[config.mk]
export PLATFORM = sky130hd
export DESIGN_NAME = mem_port_arbiter_flat
export DESIGN_NICKNAME = d
export VERILOG_FILES = /design/src/rtl/mem_port_arbiter_if.sv /design/src/rtl/mem_port_arbiter.sv /design/src/flat_wrapper.sv
export SDC_FILE = /design/constraint.sdc
export NUM_CORES = 1
export LEC_CHECK = 0
export BUFFER_PORTS_ARGS = -buffer_cell sky130_fd_sc_hd__buf_4
export CAP_MARGIN = 30
export CORE_MARGIN = 1
export CORE_UTILIZATION = 45
export DETAILED_ROUTE_END_ITERATION = 6
export PLACE_DENSITY_LB_ADDON = 0.05
export SETUP_SLACK_MARGIN = 0.3
export SLEW_MARGIN = 10
export SYNTH_ARGS = -nofsm -noshare
export SYNTH_HDL_FRONTEND = slang
export SYNTH_SLANG_ARGS = --single-unit
[constraint.sdc]
create_clock -name clk -period 1.73 [get_ports clk]
set_input_delay 0.0865 -clock clk [delete_from_list [all_inputs] [get_ports clk]]
set_output_delay 0.0865 -clock clk [all_outputs]
set_load 0.01 [all_outputs]
[src/rtl/mem_port_arbiter_if.sv]
// mem_port_arbiter_if: instruction, data and shared-memory signals of the two-master memory port arbiter.
interface mem_port_arbiter_if #(
    parameter int ADDR_WIDTH = 32,
    parameter int DATA_WIDTH = 32
);
    logic                      inst_req;
    logic [ADDR_WIDTH-1:0]     inst_addr;
    logic [DATA_WIDTH-1:0]     inst_rdata;
    logic                      inst_ready;
    logic                      data_rd;
    logic                      data_wr;
    logic [ADDR_WIDTH-1:0]     data_addr;
    logic [DATA_WIDTH-1:0]     data_wdata;
    logic [DATA_WIDTH/8-1:0]   data_be;
    logic [DATA_WIDTH-1:0]     data_rdata;
    logic                      data_ready;
    logic                      err;
    logic                      mem_rd;
    logic                      mem_wr;
    logic [ADDR_WIDTH-1:0]     mem_addr;
    logic [DATA_WIDTH-1:0]     mem_wdata;
    logic [DATA_WIDTH/8-1:0]   mem_be;
    logic [DATA_WIDTH-1:0]     mem_rdata;
    logic                      mem_accessable;
    modport slave (
        input  inst_req, inst_addr, data_rd, data_wr, data_addr, data_wdata, data_be,
               mem_rdata, mem_accessable,
        output inst_rdata, inst_ready, data_rdata, data_ready, err,
               mem_rd, mem_wr, mem_addr, mem_wdata, mem_be
    );
    modport master (
        output inst_req, inst_addr, data_rd, data_wr, data_addr, data_wdata, data_be,
               mem_rdata, mem_accessable,
        input  inst_rdata, inst_ready, data_rdata, data_ready, err,
               mem_rd, mem_wr, mem_addr, mem_wdata, mem_be
    );
endinterface

[src/rtl/mem_port_arbiter.sv]
// mem_port_arbiter: shares one wait-stated memory port between instruction fetch and load/store,
// with data-priority or round-robin tie breaking and a timeout abort.
module mem_port_arbiter #(
    parameter int ADDR_WIDTH = 32,
    parameter int DATA_WIDTH = 32,
    parameter int TIMEOUT    = 15,
    parameter bit DATA_PRIO  = 1'b1
) (
    input logic clk,
    input logic rst_n,
    mem_port_arbiter_if.slave bus
);
    localparam int BW = DATA_WIDTH / 8;
    localparam int CW = TIMEOUT > 1 ? $clog2(TIMEOUT) : 1;
    typedef enum logic [1:0] {IDLE, ACC, RESP} state_t;
    state_t                state, state_n;
    logic                  gnt_data, gnt_data_n, rr_data, rr_data_n;
    logic [CW-1:0]         cnt, cnt_n;
    logic                  rd_q, rd_n, wr_q, wr_n;
    logic                  iready_q, iready_n, dready_q, dready_n, err_q, err_n;
    logic [ADDR_WIDTH-1:0] addr_q, addr_n;
    logic [DATA_WIDTH-1:0] wdata_q, wdata_n, rdata_q, rdata_n;
    logic [BW-1:0]         be_q, be_n;
    logic                  dreq, pick_data, is_wr, timed_out;
    always_comb begin
        dreq       = bus.data_rd | bus.data_wr;
        // rr_data set means the data side is owed the next tie
        pick_data  = dreq & (~bus.inst_req | DATA_PRIO | rr_data);
        is_wr      = pick_data & bus.data_wr;
        timed_out  = TIMEOUT > 0 && cnt == CW'(TIMEOUT - 1);
        state_n    = state;
        gnt_data_n = gnt_data;
        rr_data_n  = rr_data;
        cnt_n      = cnt;
        rd_n       = rd_q;
        wr_n       = wr_q;
        addr_n     = addr_q;
        wdata_n    = wdata_q;
        be_n       = be_q;
        rdata_n    = rdata_q;
        iready_n   = 1'b0;
        dready_n   = 1'b0;
        err_n      = 1'b0;
        case (state)
            IDLE: if (dreq | bus.inst_req) begin
                state_n    = ACC;
                gnt_data_n = pick_data;
                rr_data_n  = ~pick_data;
                cnt_n      = '0;
                rd_n       = ~is_wr;
                wr_n       = is_wr;
                addr_n     = pick_data ? bus.data_addr : bus.inst_addr;
                wdata_n    = is_wr ? bus.data_wdata : '0;
                be_n       = is_wr ? bus.data_be : '1;
            end
            ACC: begin
                cnt_n = cnt + CW'(1);
                if (bus.mem_accessable || timed_out) begin
                    state_n  = RESP;
                    rd_n     = 1'b0;
                    wr_n     = 1'b0;
                    rdata_n  = (bus.mem_accessable && rd_q) ? bus.mem_rdata : '0;
                    err_n    = ~bus.mem_accessable;
                    iready_n = ~gnt_data;
                    dready_n = gnt_data;
                end
            end
            RESP: begin
                state_n = IDLE;
                cnt_n   = '0;
            end
            default: state_n = IDLE;
        endcase
    end
    always_ff @(posedge clk or negedge rst_n) begin
        if (!rst_n) begin
            state    <= IDLE;
            gnt_data <= 1'b0;
            rr_data  <= 1'b0;
            cnt      <= '0;
            rd_q     <= 1'b0;
            wr_q     <= 1'b0;
            addr_q   <= '0;
            wdata_q  <= '0;
            be_q     <= '0;
            rdata_q  <= '0;
            iready_q <= 1'b0;
            dready_q <= 1'b0;
            err_q    <= 1'b0;
        end else begin
            state    <= state_n;
            gnt_data <= gnt_data_n;
            rr_data  <= rr_data_n;
            cnt      <= cnt_n;
            rd_q     <= rd_n;
            wr_q     <= wr_n;
            addr_q   <= addr_n;
            wdata_q  <= wdata_n;
            be_q     <= be_n;
            rdata_q  <= rdata_n;
            iready_q <= iready_n;
            dready_q <= dready_n;
            err_q    <= err_n;
        end
    end
    assign bus.mem_rd     = rd_q;
    assign bus.mem_wr     = wr_q;
    assign bus.mem_addr   = addr_q;
    assign bus.mem_wdata  = wdata_q;
    assign bus.mem_be     = be_q;
    assign bus.inst_rdata = rdata_q;
    assign bus.data_rdata = rdata_q;
    assign bus.inst_ready = iready_q;
    assign bus.data_ready = dready_q;
    assign bus.err        = err_q;
endmodule
[src/flat_wrapper.sv]
// flat-port wrapper written by rule: the top's interface ports become plain ports
module mem_port_arbiter_flat 
#(
    parameter int ADDR_WIDTH = 32,
    parameter int DATA_WIDTH = 32,
    parameter int TIMEOUT    = 15,
    parameter bit DATA_PRIO  = 1'b1
)
  (clk, rst_n, bus_inst_req, bus_inst_addr, bus_data_rd, bus_data_wr, bus_data_addr, bus_data_wdata, bus_data_be, bus_mem_rdata, bus_mem_accessable, bus_inst_rdata, bus_inst_ready, bus_data_rdata, bus_data_ready, bus_err, bus_mem_rd, bus_mem_wr, bus_mem_addr, bus_mem_wdata, bus_mem_be);
  mem_port_arbiter_if #(.ADDR_WIDTH(ADDR_WIDTH), .DATA_WIDTH(DATA_WIDTH)) bus_i ();
  input logic clk;
  input logic rst_n;
  input wire logic [$bits(bus_i.inst_req)-1:0] bus_inst_req;
  input wire logic [$bits(bus_i.inst_addr)-1:0] bus_inst_addr;
  input wire logic [$bits(bus_i.data_rd)-1:0] bus_data_rd;
  input wire logic [$bits(bus_i.data_wr)-1:0] bus_data_wr;
  input wire logic [$bits(bus_i.data_addr)-1:0] bus_data_addr;
  input wire logic [$bits(bus_i.data_wdata)-1:0] bus_data_wdata;
  input wire logic [$bits(bus_i.data_be)-1:0] bus_data_be;
  input wire logic [$bits(bus_i.mem_rdata)-1:0] bus_mem_rdata;
  input wire logic [$bits(bus_i.mem_accessable)-1:0] bus_mem_accessable;
  output wire logic [$bits(bus_i.inst_rdata)-1:0] bus_inst_rdata;
  output wire logic [$bits(bus_i.inst_ready)-1:0] bus_inst_ready;
  output wire logic [$bits(bus_i.data_rdata)-1:0] bus_data_rdata;
  output wire logic [$bits(bus_i.data_ready)-1:0] bus_data_ready;
  output wire logic [$bits(bus_i.err)-1:0] bus_err;
  output wire logic [$bits(bus_i.mem_rd)-1:0] bus_mem_rd;
  output wire logic [$bits(bus_i.mem_wr)-1:0] bus_mem_wr;
  output wire logic [$bits(bus_i.mem_addr)-1:0] bus_mem_addr;
  output wire logic [$bits(bus_i.mem_wdata)-1:0] bus_mem_wdata;
  output wire logic [$bits(bus_i.mem_be)-1:0] bus_mem_be;
  assign bus_i.inst_req = bus_inst_req;
  assign bus_i.inst_addr = bus_inst_addr;
  assign bus_i.data_rd = bus_data_rd;
  assign bus_i.data_wr = bus_data_wr;
  assign bus_i.data_addr = bus_data_addr;
  assign bus_i.data_wdata = bus_data_wdata;
  assign bus_i.data_be = bus_data_be;
  assign bus_i.mem_rdata = bus_mem_rdata;
  assign bus_i.mem_accessable = bus_mem_accessable;
  assign bus_inst_rdata = bus_i.inst_rdata;
  assign bus_inst_ready = bus_i.inst_ready;
  assign bus_data_rdata = bus_i.data_rdata;
  assign bus_data_ready = bus_i.data_ready;
  assign bus_err = bus_i.err;
  assign bus_mem_rd = bus_i.mem_rd;
  assign bus_mem_wr = bus_i.mem_wr;
  assign bus_mem_addr = bus_i.mem_addr;
  assign bus_mem_wdata = bus_i.mem_wdata;
  assign bus_mem_be = bus_i.mem_be;
  mem_port_arbiter #(.ADDR_WIDTH(ADDR_WIDTH), .DATA_WIDTH(DATA_WIDTH), .TIMEOUT(TIMEOUT), .DATA_PRIO(DATA_PRIO)) u_core (.clk(clk), .rst_n(rst_n), .bus(bus_i));
endmodule
# ---- Yosys cells after proc, flatten, opt, wreduce, memory -nomap -nowiden
# Index checks and enable logic that the tools add are counted.
dict set report op_classes {
  n_mux 20
  n_reduce_logical 10
  eq_ne 5
  bitwise_logic 6
  n_addsub 1
}
# operator n
set op_table {}
lappend op_table {{two-way mux 32 bit} 3}
lappend op_table {{case mux 4 bit (3 select lines)} 1}
lappend op_table {{two-way mux 1 bit} 9}
lappend op_table {{two-way mux 4 bit} 2}
lappend op_table {{AND reduction 2 bit} 4}
lappend op_table {{adder 4 x 1 -> 4 bit, second input constant} 1}
lappend op_table {{== test 4 bit, second input constant} 1}
lappend op_table {{two-way mux 2 bit} 2}
lappend op_table {{inequality test 2 x 1 -> 1 bit, second input constant} 2}
lappend op_table {{case mux 1 bit (2 select lines)} 2}
lappend op_table {{case mux 2 bit (2 select lines)} 1}
lappend op_table {{inverter 1 bit} 3}
lappend op_table {{AND reduction 3 bit} 1}
lappend op_table {{nonzero test 3 bit} 1}
lappend op_table {{== test 2 x 1 -> 1 bit, second input constant} 1}
lappend op_table {{== test 2 bit, second input constant} 1}
lappend op_table {{zero test 2 bit} 1}
lappend op_table {{OR 1 bit} 2}
lappend op_table {{nonzero test 2 bit} 1}
lappend op_table {{bitwise AND 1 bit} 1}
lappend op_table {{logical AND 1 bit} 1}
lappend op_table {{logical OR 1 bit} 1}
dict set report totals {
  elab_cells 54
  in_bits 138
  ff_bits 112
  output_inout_bits 137
}

# ---- Longest topological paths before layout
dict set report depth {
  word_depth 5
  mapped_depth 7
  depth_no_buf 5
}

# ---- Worst setup path before layout
# OpenSTA, ideal clock, no wires.
dict set report synth_timing {
  path_type {flip-flop to flip-flop}
  from {register u_core.cnt[0]}
  to {register u_core.rdata_q[19] (netlist: u_core.bus.data_rdata[19])}
  period_less_slack_ns 1.447
  n_path_buf 2
  setup_time_ns 0.083
  slack_ns 0.283
  path_stages_with_launch 8
  t_arrival_ns 1.364
  required_ns 1.647
  path_cell_list {dfrtp_1 -> inv_1 -> ha_1 -> and3_1 -> o21a_1 -> buf_2 -> buf_2 -> o21ai_0}
}
dict set report synth_via {
  elab_chain_cells 3
}
# item line
set synth_lines {}
lappend synth_lines {{start, declared} mem_port_arbiter.sv:18} ;# logic [CW-1:0] cnt, cnt_n;
lappend synth_lines {{start signal, assigned} mem_port_arbiter.sv:94} ;# cnt <= cnt_n;
lappend synth_lines {{== test 4 bit} mem_port_arbiter.sv:30} ;# timed_out = TIMEOUT > 0 && cnt == CW'(TIMEOUT - 1);
lappend synth_lines {{logical OR 1 bit} mem_port_arbiter.sv:58} ;# if (bus.mem_accessable || timed_out) begin
lappend synth_lines {{AND reduction 2 bit (no line)} n/a}
lappend synth_lines {{end signal, assigned} mem_port_arbiter.sv:100} ;# rdata_q <= rdata_n;
lappend synth_lines {{end, declared} mem_port_arbiter.sv:22} ;# logic [DATA_WIDTH-1:0] wdata_q, wdata_n, rdata_q, rdata_n;
# Every way passes these cells.
# A chain may end at the register's enable or synchronous reset.

# ---- Final worst setup path
dict set report layout_timing {
  from {register u_core.cnt[0]}
  to {register u_core.wr_q (netlist: u_core.bus.mem_wr)}
}
dict set report layout_via {
  elab_chain_cells 4
}
# item line
set layout_lines {}
lappend layout_lines {{== test 4 bit} mem_port_arbiter.sv:30}
lappend layout_lines {{logical OR 1 bit} mem_port_arbiter.sv:58}
lappend layout_lines {{inequality test 2 x 1 -> 1 bit (no line)} n/a}
lappend layout_lines {{AND reduction 3 bit (no line)} n/a}
lappend layout_lines {{end signal, assigned} mem_port_arbiter.sv:96} ;# wr_q <= wr_n;
lappend layout_lines {{end, declared} mem_port_arbiter.sv:19} ;# logic rd_q, rd_n, wr_q, wr_n;
# Every way passes these cells.

==> results.toml <==
[status]
status = "complete, no violations"

[yosys]
avgSynthCellArea_sq_um = 9.65
ys_ff_latch = 112
synth_nets = 675
synth_top_area_share_pct = 54.3
synth.distinct_cells = 32
synthCells = 535
synth_ff_type = "dfrtp_1"
yosys_warnings = 0
synth_area_leaders = "dfrtp_1 (54%), o21ai_0 (13%), mux2i_1 (6.2%)"
syn_area_sq_um = 5160
seq_area_frac_synth_pct = 54.3
synth_edf_count = 0
yosys.area.top_type = "dfrtp_1"
synthArstFlopShare_pct = 100

[sta]
period_minus_slack_ns = 1.39
finalSetupTns_ns = 0
relSlewSlack_pct = 70.2
fin_skew_ns = 0.00610
rsz0062_at_grt = "yes"
post-route-period-util_pct = 80.1
final-hold-violation-count = 0
timing.fmax_mhz = 722
finalSetupViolCount = 0
slew_viol_final = 0
worstMarginPinSlew_ns = 0.448

[die]
die_h_microns = 109
die_area_sq_um = 11900
dieWidth_microns = 109
fp-row-count = 38
top_level_ports = 275
start_util_pct = 46.8
core_sq_um = 11000

[worst_hold_path]
hold_class = "in -> reg"
min_from = "bus_data_wdata[21]"

[power]
powerDensity_nw_per_um2 = 1510
design_power_total_w = 0.0122
vdd_drop_max_v = 0.000733
p_leak_nw = 4.03

[setup_path]
critPathCaptureType = "register"
path_delay_family = "compound AO/OA/AOI/OAI gates"
startpoint_type = "register"
reg2reg_from = "u_core.cnt[0]$_DFFE_PN0P_"
crit_chain = "inv_1 -> ha_2 -> and3_4 -> o21a_4 -> buf_6 -> o21ai_1"
slowest_delay_ns = 0.37
critical_path_peak_fanout = 7
startpoint = "u_core.cnt[0]$_DFFE_PN0P_"
worstSetupPathType = "reg -> reg"
arrival_ns = 1.65
path_buf_inv = 2
crit_slowest_cell = "dfrtp_1"
required_ns = 1.99

[final_layout]
fin_nets = 947
drive_above_1_share_pct = 42.1
diodes = 0
final_util_pct = 73.4
area_growth_pct = 56.8

[drt]
initialDrtViolationCount = 311
via_per_inst = 5.28
ant_nets = 0
vias = 5025
routedWlPerCell_microns = 16.7
first_pass_iters = 4
route.detailed.drc = 0
drt_wl_total_microns = 15900

[grt]
grt_max_degree = 42
antenna_found_initial = 0
grt_pass1_vias = 4834
grt_pass1_wl_microns = 23800
track_usage_pct = 25.9
gr-total-overflow = 0

[clocking]
cts_tree = "built"
h-tree-depth = 3
root_buffer = "clkbuf_16"
clk_latency_ns = 0.34
cts_buffer_depth = 2
numCtsBuffers = 9
clock_sinks = 112
clk_pin_slew_ns = 0.07

[job]
cap_violations = 0

[placement]
io_buffers = 274
place.gp.congestion = 0.768
dp_hpwl_microns = 10700
routing by layer:
metal / wire length, microns / vias to the layer above / global-route usage (%)
met5: 0 / - / 0
li1: - / 2352 / -
met2: 8150 / 221 / 45.2
met1: 6280 / 2420 / 31.1
met3: 963 / 32 / 4.30
met4: 469 / 0 / 12.0
worst paths after layout:
path,endpoint,slack (ns),depth (start not counted)
max,u_core.bus.mem_wr$_DFFE_PN0P_,0.34,6
min,u_core.bus.mem_wdata[21]$_DFFE_PN0P_,0.008,3
max reg2reg,u_core.bus.mem_wr$_DFFE_PN0P_,0.34,6
min reg2reg,u_core.bus.inst_ready$_DFF_PN0_,0.47,1
max in group asynchronous,u_core.bus.mem_rd$_DFFE_PN0P_,0.90,3
min in group asynchronous,u_core.bus.data_rdata[2]$_DFFE_PN0P_,0.22,2
worst register-to-register path, delay by kind of cell (launching register included):
family | cells | cell delay (ns)
fa+ha+maj | 1 | 0.17
flops | 1 | 0.37
simple gates | 1 | 0.18
buf+inv | 2 | 0.21
compound gates | 2 | 0.38
cell type report:
type	count	area, sq um
fillers	828	2940
flip-flops and latches	112	2800
repair buffers	339	2760
multi-input cells	306	1880
clock buffers	10	239
well taps	140	175
inverters	39	146
clock inverters	6	90.1
metrics by stage:
stage          hold slack [ns]  instance area, sq um  std cells  setup slack [ns]
2_1_floorplan           -0.209                  5160        535             0.284
3_3_place_gp            0.0561                  7150        887             0.255
3_5_place_dp            0.0595                  7150        887             0.185
4_1_cts               0.000510                  7900        946             0.241
5_1_grt                 0.0198                  8090        952             0.284
6_report               0.00786                  8090        952             0.345
state kept, by name (all words and copies together), names as in the netlist:
name / cells
u_core.bus.mem_addr: 32
u_core.bus.mem_rd: 1
u_core.bus.mem_wr: 1
u_core.bus.err: 1
u_core.bus.data_rdata: 32
u_core.bus.data_ready: 1
u_core.cnt: 4
u_core.gnt_data: 1
u_core.state: 2
u_core.bus.mem_wdata: 32
u_core.bus.inst_ready: 1
u_core.bus.mem_be: 4
repair_timing:
action / CTS / global route
hold buffers: 41 / 0
pin swaps: 0 / 3
resized for setup: 4 / 64
endpoints found under the setup margin: 80 / 57
buffers inserted: 2 / 3
gates cloned: 0 / 3
hold endpoints to repair: 71 / 0
where the power goes:
group | total, W | switching (W) | internal, W
Combinational | 0.00561 | 0.00292 | 0.00270
Sequential | 0.00432 | 0.000672 | 0.00365
Clock | 0.00226 | 0.000944 | 0.00132
cell usage in the layout (no fill, tap or decap), types with 2 or more instances in the layout:
cell type,instances
mux2i_1,32
dfrtp_1,111
nand3_1,35
nand2b_1,2
dlygate4sd3_1,41
buf_12,6
nand2_1,33
nor2b_1,4
nor2_4,2
nand4_1,32
o21ai_1,22
a21oi_1,5
inv_1,39
a31oi_1,6
inv_6,2
clkbuf_16,10
bufinv_16,2
o21ai_0,97
buf_4,287
o211ai_1,2
o21ai_2,16
and3b_1,2
buf_6,3
cells in the mapped netlist, drive strengths merged, types with 2 or more instances:
library cell	number
inv	39
mux2i	32
buf	53
nor2	3
ha	2
nand4	32
nand2b	2
dfrtp	112
a21oi	5
nor2b	5
nand3	35
o21ai	135
o211ai	2
and3b	2
a31oi	6
nand2	34
clkbuf	26
kinds of logic after synthesis:
kind of cell | Yosys count | synth area share (%)
mux | 32 | 6.20
buf+inv | 118 | 11.6
simple gates | 118 | 12.0
flops | 112 | 54.3
fa+ha+maj | 2 | 0.485
compound gates | 153 | 15.4
Note: power is estimated with default switching activity, not from simulation.
